$ cat config.mk
export PLATFORM = sky130hd
export DESIGN_NAME = mem_wb_stage
export DESIGN_NICKNAME = d
export VERILOG_FILES = /design/src/rtl/riscv_pkg.sv /design/src/rtl/mem_wb_stage_load_align.sv /design/src/rtl/mem_wb_stage.sv
export SDC_FILE = /design/constraint.sdc
export NUM_CORES = 1
export LEC_CHECK = 0
export ABC_AREA = 1
export CORE_AREA = 2 2 101 103
export DETAILED_ROUTE_END_ITERATION = 16
export DIE_AREA = 0 0 103 105
export DONT_BUFFER_PORTS = 1
export MAX_ROUTING_LAYER = met4
export PLACE_DENSITY = 0.84
export RECOVER_POWER = 25
export SYNTH_ARGS = -nofsm -noshare
export SYNTH_HDL_FRONTEND = slang
export SYNTH_HIERARCHICAL = 1
export SYNTH_SLANG_ARGS = --single-unit
export TNS_END_PERCENT = 1
$ cat constraint.sdc
create_clock -name clk -period 3.53 [get_ports clk]
set_input_delay 1.059 -clock clk [delete_from_list [all_inputs] [get_ports clk]]
set_output_delay 1.059 -clock clk [all_outputs]
set_load 0.01 [all_outputs]
$ cat src/rtl/riscv_pkg.sv
`default_nettype none
// +----------------------------------------------------------------------+
// | riscv_pkg : shared write-back selector encoding and load funct3 codes |
// | Revision  : 1.0                                                      |
// +----------------------------------------------------------------------+
package riscv_pkg;

  localparam int XLEN = 32;

  typedef enum logic [1:0] {
    WB_ALU  = 2'b00,
    WB_LOAD = 2'b01,
    WB_PC4  = 2'b10
  } wb_sel_t;

  localparam logic [2:0] F3_LB  = 3'b000;
  localparam logic [2:0] F3_LH  = 3'b001;
  localparam logic [2:0] F3_LW  = 3'b010;
  localparam logic [2:0] F3_LBU = 3'b100;
  localparam logic [2:0] F3_LHU = 3'b101;

endpackage
`default_nettype wire

$ cat src/rtl/mem_wb_stage_load_align.sv
`default_nettype none
// +----------------------------------------------------------------------+
// | load_align : byte/half/word extraction with sign/zero extension      |
// | Revision   : 1.0                                                     |
// +----------------------------------------------------------------------+
module load_align
  import riscv_pkg::*;
(
  input  logic [XLEN-1:0] word,
  input  logic [1:0]      addr,
  input  logic [2:0]      funct3,
  output logic [XLEN-1:0] data,
  output logic            fault
);

  logic [7:0]  w_byte;
  logic [15:0] w_half;

  assign w_byte = word[{addr, 3'b000} +: 8];
  assign w_half = word[{addr[1], 4'b0000} +: 16];

  always_comb begin
    data  = '0;
    fault = 1'b0;
    case (funct3)
      F3_LB:  data = {{(XLEN-8){w_byte[7]}}, w_byte};
      F3_LBU: data = {{(XLEN-8){1'b0}}, w_byte};
      F3_LH:  begin
        fault = addr[0];
        data  = {{(XLEN-16){w_half[15]}}, w_half};
      end
      F3_LHU: begin
        fault = addr[0];
        data  = {{(XLEN-16){1'b0}}, w_half};
      end
      F3_LW:  begin
        fault = (addr != 2'b00);
        data  = word;
      end
      default: fault = 1'b1;
    endcase
    // Faulting loads never leak partial data into the register file path
    if (fault) begin
      data = '0;
    end
  end

endmodule
`default_nettype wire

$ cat src/rtl/mem_wb_stage.sv
`default_nettype none
// +----------------------------------------------------------------------+
// | mem_wb_stage : MEM/WB pipeline register and write-back data select   |
// | Option       : WB_RETIRE_CNT_EN enables the retired-instruction count|
// | Revision     : 1.0                                                   |
// +----------------------------------------------------------------------+
module mem_wb_stage #(
  parameter int XLEN       = 32,
  parameter int REG_ADDR_W = 5
) (
  input  logic                  clk,
  input  logic                  reset,
  input  logic                  stall_in,
  input  logic                  flush_in,
  input  logic                  valid_in,
  input  logic [XLEN-1:0]       pc_add4_in,
  input  logic [XLEN-1:0]       alu_result_in,
  input  logic [XLEN-1:0]       mem_data_in,
  input  logic [REG_ADDR_W-1:0] rd_in,
  input  logic                  reg_write_in,
  input  logic [1:0]            wb_sel_in,
  input  logic [2:0]            load_funct3_in,
  output logic [REG_ADDR_W-1:0] rd_wb,
  output logic                  reg_write_wb,
  output logic [XLEN-1:0]       write_data_WB,
  output logic                  valid_wb,
  output logic                  load_fault_wb,
  output logic [31:0]           retire_count
);
  import riscv_pkg::*;

  logic                  r_valid;
  logic                  r_reg_write;
  logic [REG_ADDR_W-1:0] r_rd;
  logic [1:0]            r_wb_sel;
  logic [2:0]            r_funct3;
  logic [XLEN-1:0]       r_alu;
  logic [XLEN-1:0]       r_mem;
  logic [XLEN-1:0]       r_pc4;

  logic [XLEN-1:0]       w_load_data;
  logic                  w_align_fault;
  logic                  w_fault;

  // Flush only kills the control bits; the data fields are don't-care then
  always_ff @(posedge clk) begin
    if (reset) begin
      r_valid     <= 1'b0;
      r_reg_write <= 1'b0;
      r_rd        <= '0;
      r_wb_sel    <= 2'b00;
      r_funct3    <= 3'b000;
      r_alu       <= '0;
      r_mem       <= '0;
      r_pc4       <= '0;
    end else if (flush_in) begin
      r_valid     <= 1'b0;
      r_reg_write <= 1'b0;
    end else if (!stall_in) begin
      r_valid     <= valid_in;
      r_reg_write <= reg_write_in;
      r_rd        <= rd_in;
      r_wb_sel    <= wb_sel_in;
      r_funct3    <= load_funct3_in;
      r_alu       <= alu_result_in;
      r_mem       <= mem_data_in;
      r_pc4       <= pc_add4_in;
    end
  end

  load_align u_load_align (
    .word   (r_mem),
    .addr   (r_alu[1:0]),
    .funct3 (r_funct3),
    .data   (w_load_data),
    .fault  (w_align_fault)
  );

  assign w_fault = (r_wb_sel == WB_LOAD) && w_align_fault;

  always_comb begin
    write_data_WB = r_alu;
    case (r_wb_sel)
      WB_LOAD: write_data_WB = w_load_data;
      WB_PC4:  write_data_WB = r_pc4;
      default: write_data_WB = r_alu;
    endcase
  end

  assign rd_wb         = r_rd;
  assign valid_wb      = r_valid;
  assign reg_write_wb  = r_valid && r_reg_write && (r_rd != '0) && !w_fault;
  assign load_fault_wb = r_valid && w_fault;

`ifdef WB_RETIRE_CNT_EN
  logic [31:0] r_retire_count;

  always_ff @(posedge clk) begin
    if (reset) begin
      r_retire_count <= '0;
    end else if (!flush_in && !stall_in && valid_in) begin
      r_retire_count <= r_retire_count + 32'd1;
    end
  end

  assign retire_count = r_retire_count;
`else
  assign retire_count = '0;
`endif

endmodule
`default_nettype wire

==> results.md <==
* H-tree lvl count at 3
* Fin Setup TNS at 0 ns
* Synth Area in Compound Gates at 0.0292
* Post-Syn Instances at roughly 1.2k
* Final Skew at 0 ns
* Clk_lat worst skew at approximately 0.37 ns
* Vias at 6156
* Cells along the critical path: nor2_4 > nand2_4 > nand2_1 > nand2_1 > nand2_4 > inv_1 > nand2_1 > inv_1 > nand2_1 > nand2_1 > nand2_1 > nand2_1
* Pwr per Cell Area at 405 nW/um^2
* FFs w/ async S/R, synth at 0
* CTS tree: done
* Post-DRT Antenna Nets at 0
* Vias per inst at 4.81
* Pre-Repair DR Iteration Count at 6
* Synth cell count leaders: 510 x nand2_1, 260 x nor2_1, 144 x inv_1
* Leakage at roughly 0.0037 uW
* CP max FO at 33
* Ys flop type: dfxtp_1
* Slowest-stage cell, CP: dfxtp_1
* Largest family of logic cells by synthesized area: simple AND/OR/NAND/NOR gates
* # IOs at 184
* Yosys reg bits at ~110
* Netlist cell types at 21
* Fmax at 0.314 GHz
* VDD IR max at 0.228 mV
* Hold Buf Count CTS at 0
* Relative slew slack at -0.167
* Yosys top cell area share at 0.329
* Die X at 103 um
* Final hold vios at 0
* GPL Wtd Cong at around 1.0
* ANT cells at 0
* Largest net degree at the start of global routing at 85
* Die ar. at 10800 um^2
* Final Cell Area at ~6600 um^2
* RSZ-0062 raised after global routing: no
* Die height at 105 um
* Synth warn at 6
* Max-cap violations at 1
* Initial Util at 0.681
* Core area at 9640 um^2
* Post-layout minimum cycle time at between 3 and 4 ns
* Dpl cell area at around 6400 um^2
* First-pass GRT wire length at approximately 24000 um
* Cell mode on critical path: nand2_1
* Clock transition at the registers of the reported paths at ~0.1 ns
* Total track usage at 0.280
* Top-count cell post-synth: nand2_1
* Setup violators final at 0
* Worst Max-Slew Pin Slew at 1.74 ns
* Final WL at 14400 um
* Status: finished with violations
* Placed cell count at 1266
* Number of buffers created by CTS at 9
* Max incr delay on CP at 0.37 ns
* Nets at between 1k and 1.5k
* CTS sink count at ~110
* XOR/XNOR share of the synthesized area at 0
* Crit Path Category: reg -> out
* GRT Residual Overflow at 0
* Adder-cell share of the synthesized area at 0.00381
* Post-Synth Simple-Gate Area at 0.465
* Row Count at 36
* Fraction of layout cells with a size suffix above 1 at 0.0366
* Final cell count without fillers at 1280
* Post-Syn Area per Cell at 5.55 um^2
* Critical Path RT at around 2.5 ns
* Post-DP HPWL at about 10000 um
* Number of synthesized flops with an enable pin at 0
* Multiplexer share of the synthesized area at 0
* Clk buf depth at 2
* Post-Syn Area at 6560 um^2
* Final worst path period share at 0.903
* Slew Limit Fails at between 50 and 60
* Critical path startpoint category: flop
* Buffers on Ports at 0
* Post-synthesis sequential area ratio at 0.329
* Synth area leaders: dfxtp_1 33%, nand2_1 29%, nor2_1 15%
* Synth area leader: dfxtp_1
* Root Driver: clkbuf_8
* Vias in the first global route at about 5.3k
* Violations in the final reports: max-capacitance violations, max-slew violations
* Routed WL per cell at 11.2 um
* HP Class: reg -> reg
* DR iter-0 viols at around 420
* DRC Markers at 0
* Endpoint class of the critical path: primary output
* Initial antenna violation count at 0
* Critical Path AT at between 2 and 2.5 ns
* Layout area overhead at 0.534%
[flip-flops by register name (all words and copies together), names as in the netlist]
register	cells
r_wb_sel	2
rd_wb	5
valid_wb	1
r_mem	32
r_pc4	32
r_reg_write	1
r_alu	32
r_funct3	3
[kinds of logic after synthesis]
logic type | after synthesis
flip-flops | 108
adder cells (fa/ha/maj) | 2
AO/OA/AOI/OAI | 36
AND/OR/NAND/NOR | 794
other | 1
buffers and inverters | 242
[where the power goes]
part / leakage (uW) / internal, uW / switching, uW
clock network: 0.000100 / 411 / 400
registers: 0.000892 / 1300 / 62.8
logic: 0.00272 / 156 / 343
[final cells by class]
| class | count | area, um^2 |
|---|---|---|
| clock buffers | 10 | 138 |
| clock inverters | 4 | 75.1 |
| fillers | 985 | 3040 |
| inverters | 150 | 564 |
| multi-input cells | 864 | 3390 |
| flip-flops and latches | 108 | 2160 |
| well taps | 133 | 166 |
| repair buffers | 11 | 104 |
[per-stage QoR]
stage | util | total power, uW | hold slack (ns) | worst slack (ns)
3_5_place_dp | 0.663 | 1880 | 0.467 | 0.618
5_1_grt | 0.685 | 2830 | 0.510 | 0.156
3_3_place_gp | 0.663 | 1870 | 0.461 | 0.681
6_report | 0.685 | 2670 | 0.478 | 0.341
4_1_cts | 0.685 | 2680 | 0.482 | 0.202
2_1_floorplan | - | 1820 | 0.432 | 1.12
[per-layer routing]
layer	GRT usage	routed length [um]	up-vias
li1	-	-	3269
met3	0.0702	1130	23
met4	0.0836	274	0
met2	0.442	6700	230
met1	0.351	6270	2634
met5	-	0	-
[cells in the final DEF, fill, tap and decap left out, drive strengths merged]
cell type    n
bufinv       2
and3         1
conb        32
buf         10
o21ai        3
clkinvlp     3
ha           2
nand3       15
a21oi       33
or2          1
inv        149
clkbuf      11
nor2       264
dfxtp      108
nand2      513
[worst paths after layout]
| check | startpoint | end | slack, ns | cells past startpoint |
|---|---|---|---|---|
| setup / recovery | r_funct3[2]$_SDFFE_PP0P_ | write_data_WB[1] | 0.34 | 12 |
| hold / removal | r_reg_write$_SDFFE_PP0N_ | r_reg_write$_SDFFE_PP0N_ | 0.48 | 2 |
| setup reg to reg | r_alu[0]$_SDFFE_PP0P_ | r_alu[0]$_SDFFE_PP0P_ | 2.70 | 2 |
| hold reg to reg | r_reg_write$_SDFFE_PP0N_ | r_reg_write$_SDFFE_PP0N_ | 0.48 | 2 |
[what timing repair did]
action,4_1_cts,5_1_grt
endpoints found under the setup margin,0,1
resized for setup,0,1
buffers inserted,0,0
[critical path, delay by kind of cell, from the launching register on]
family                 cells  cell delay [ns]
flip-flops                 1             0.37
buffers and inverters      2             0.14
AND/OR/NAND/NOR           10             1.23
Note: power is estimated with default switching activity, not from simulation.
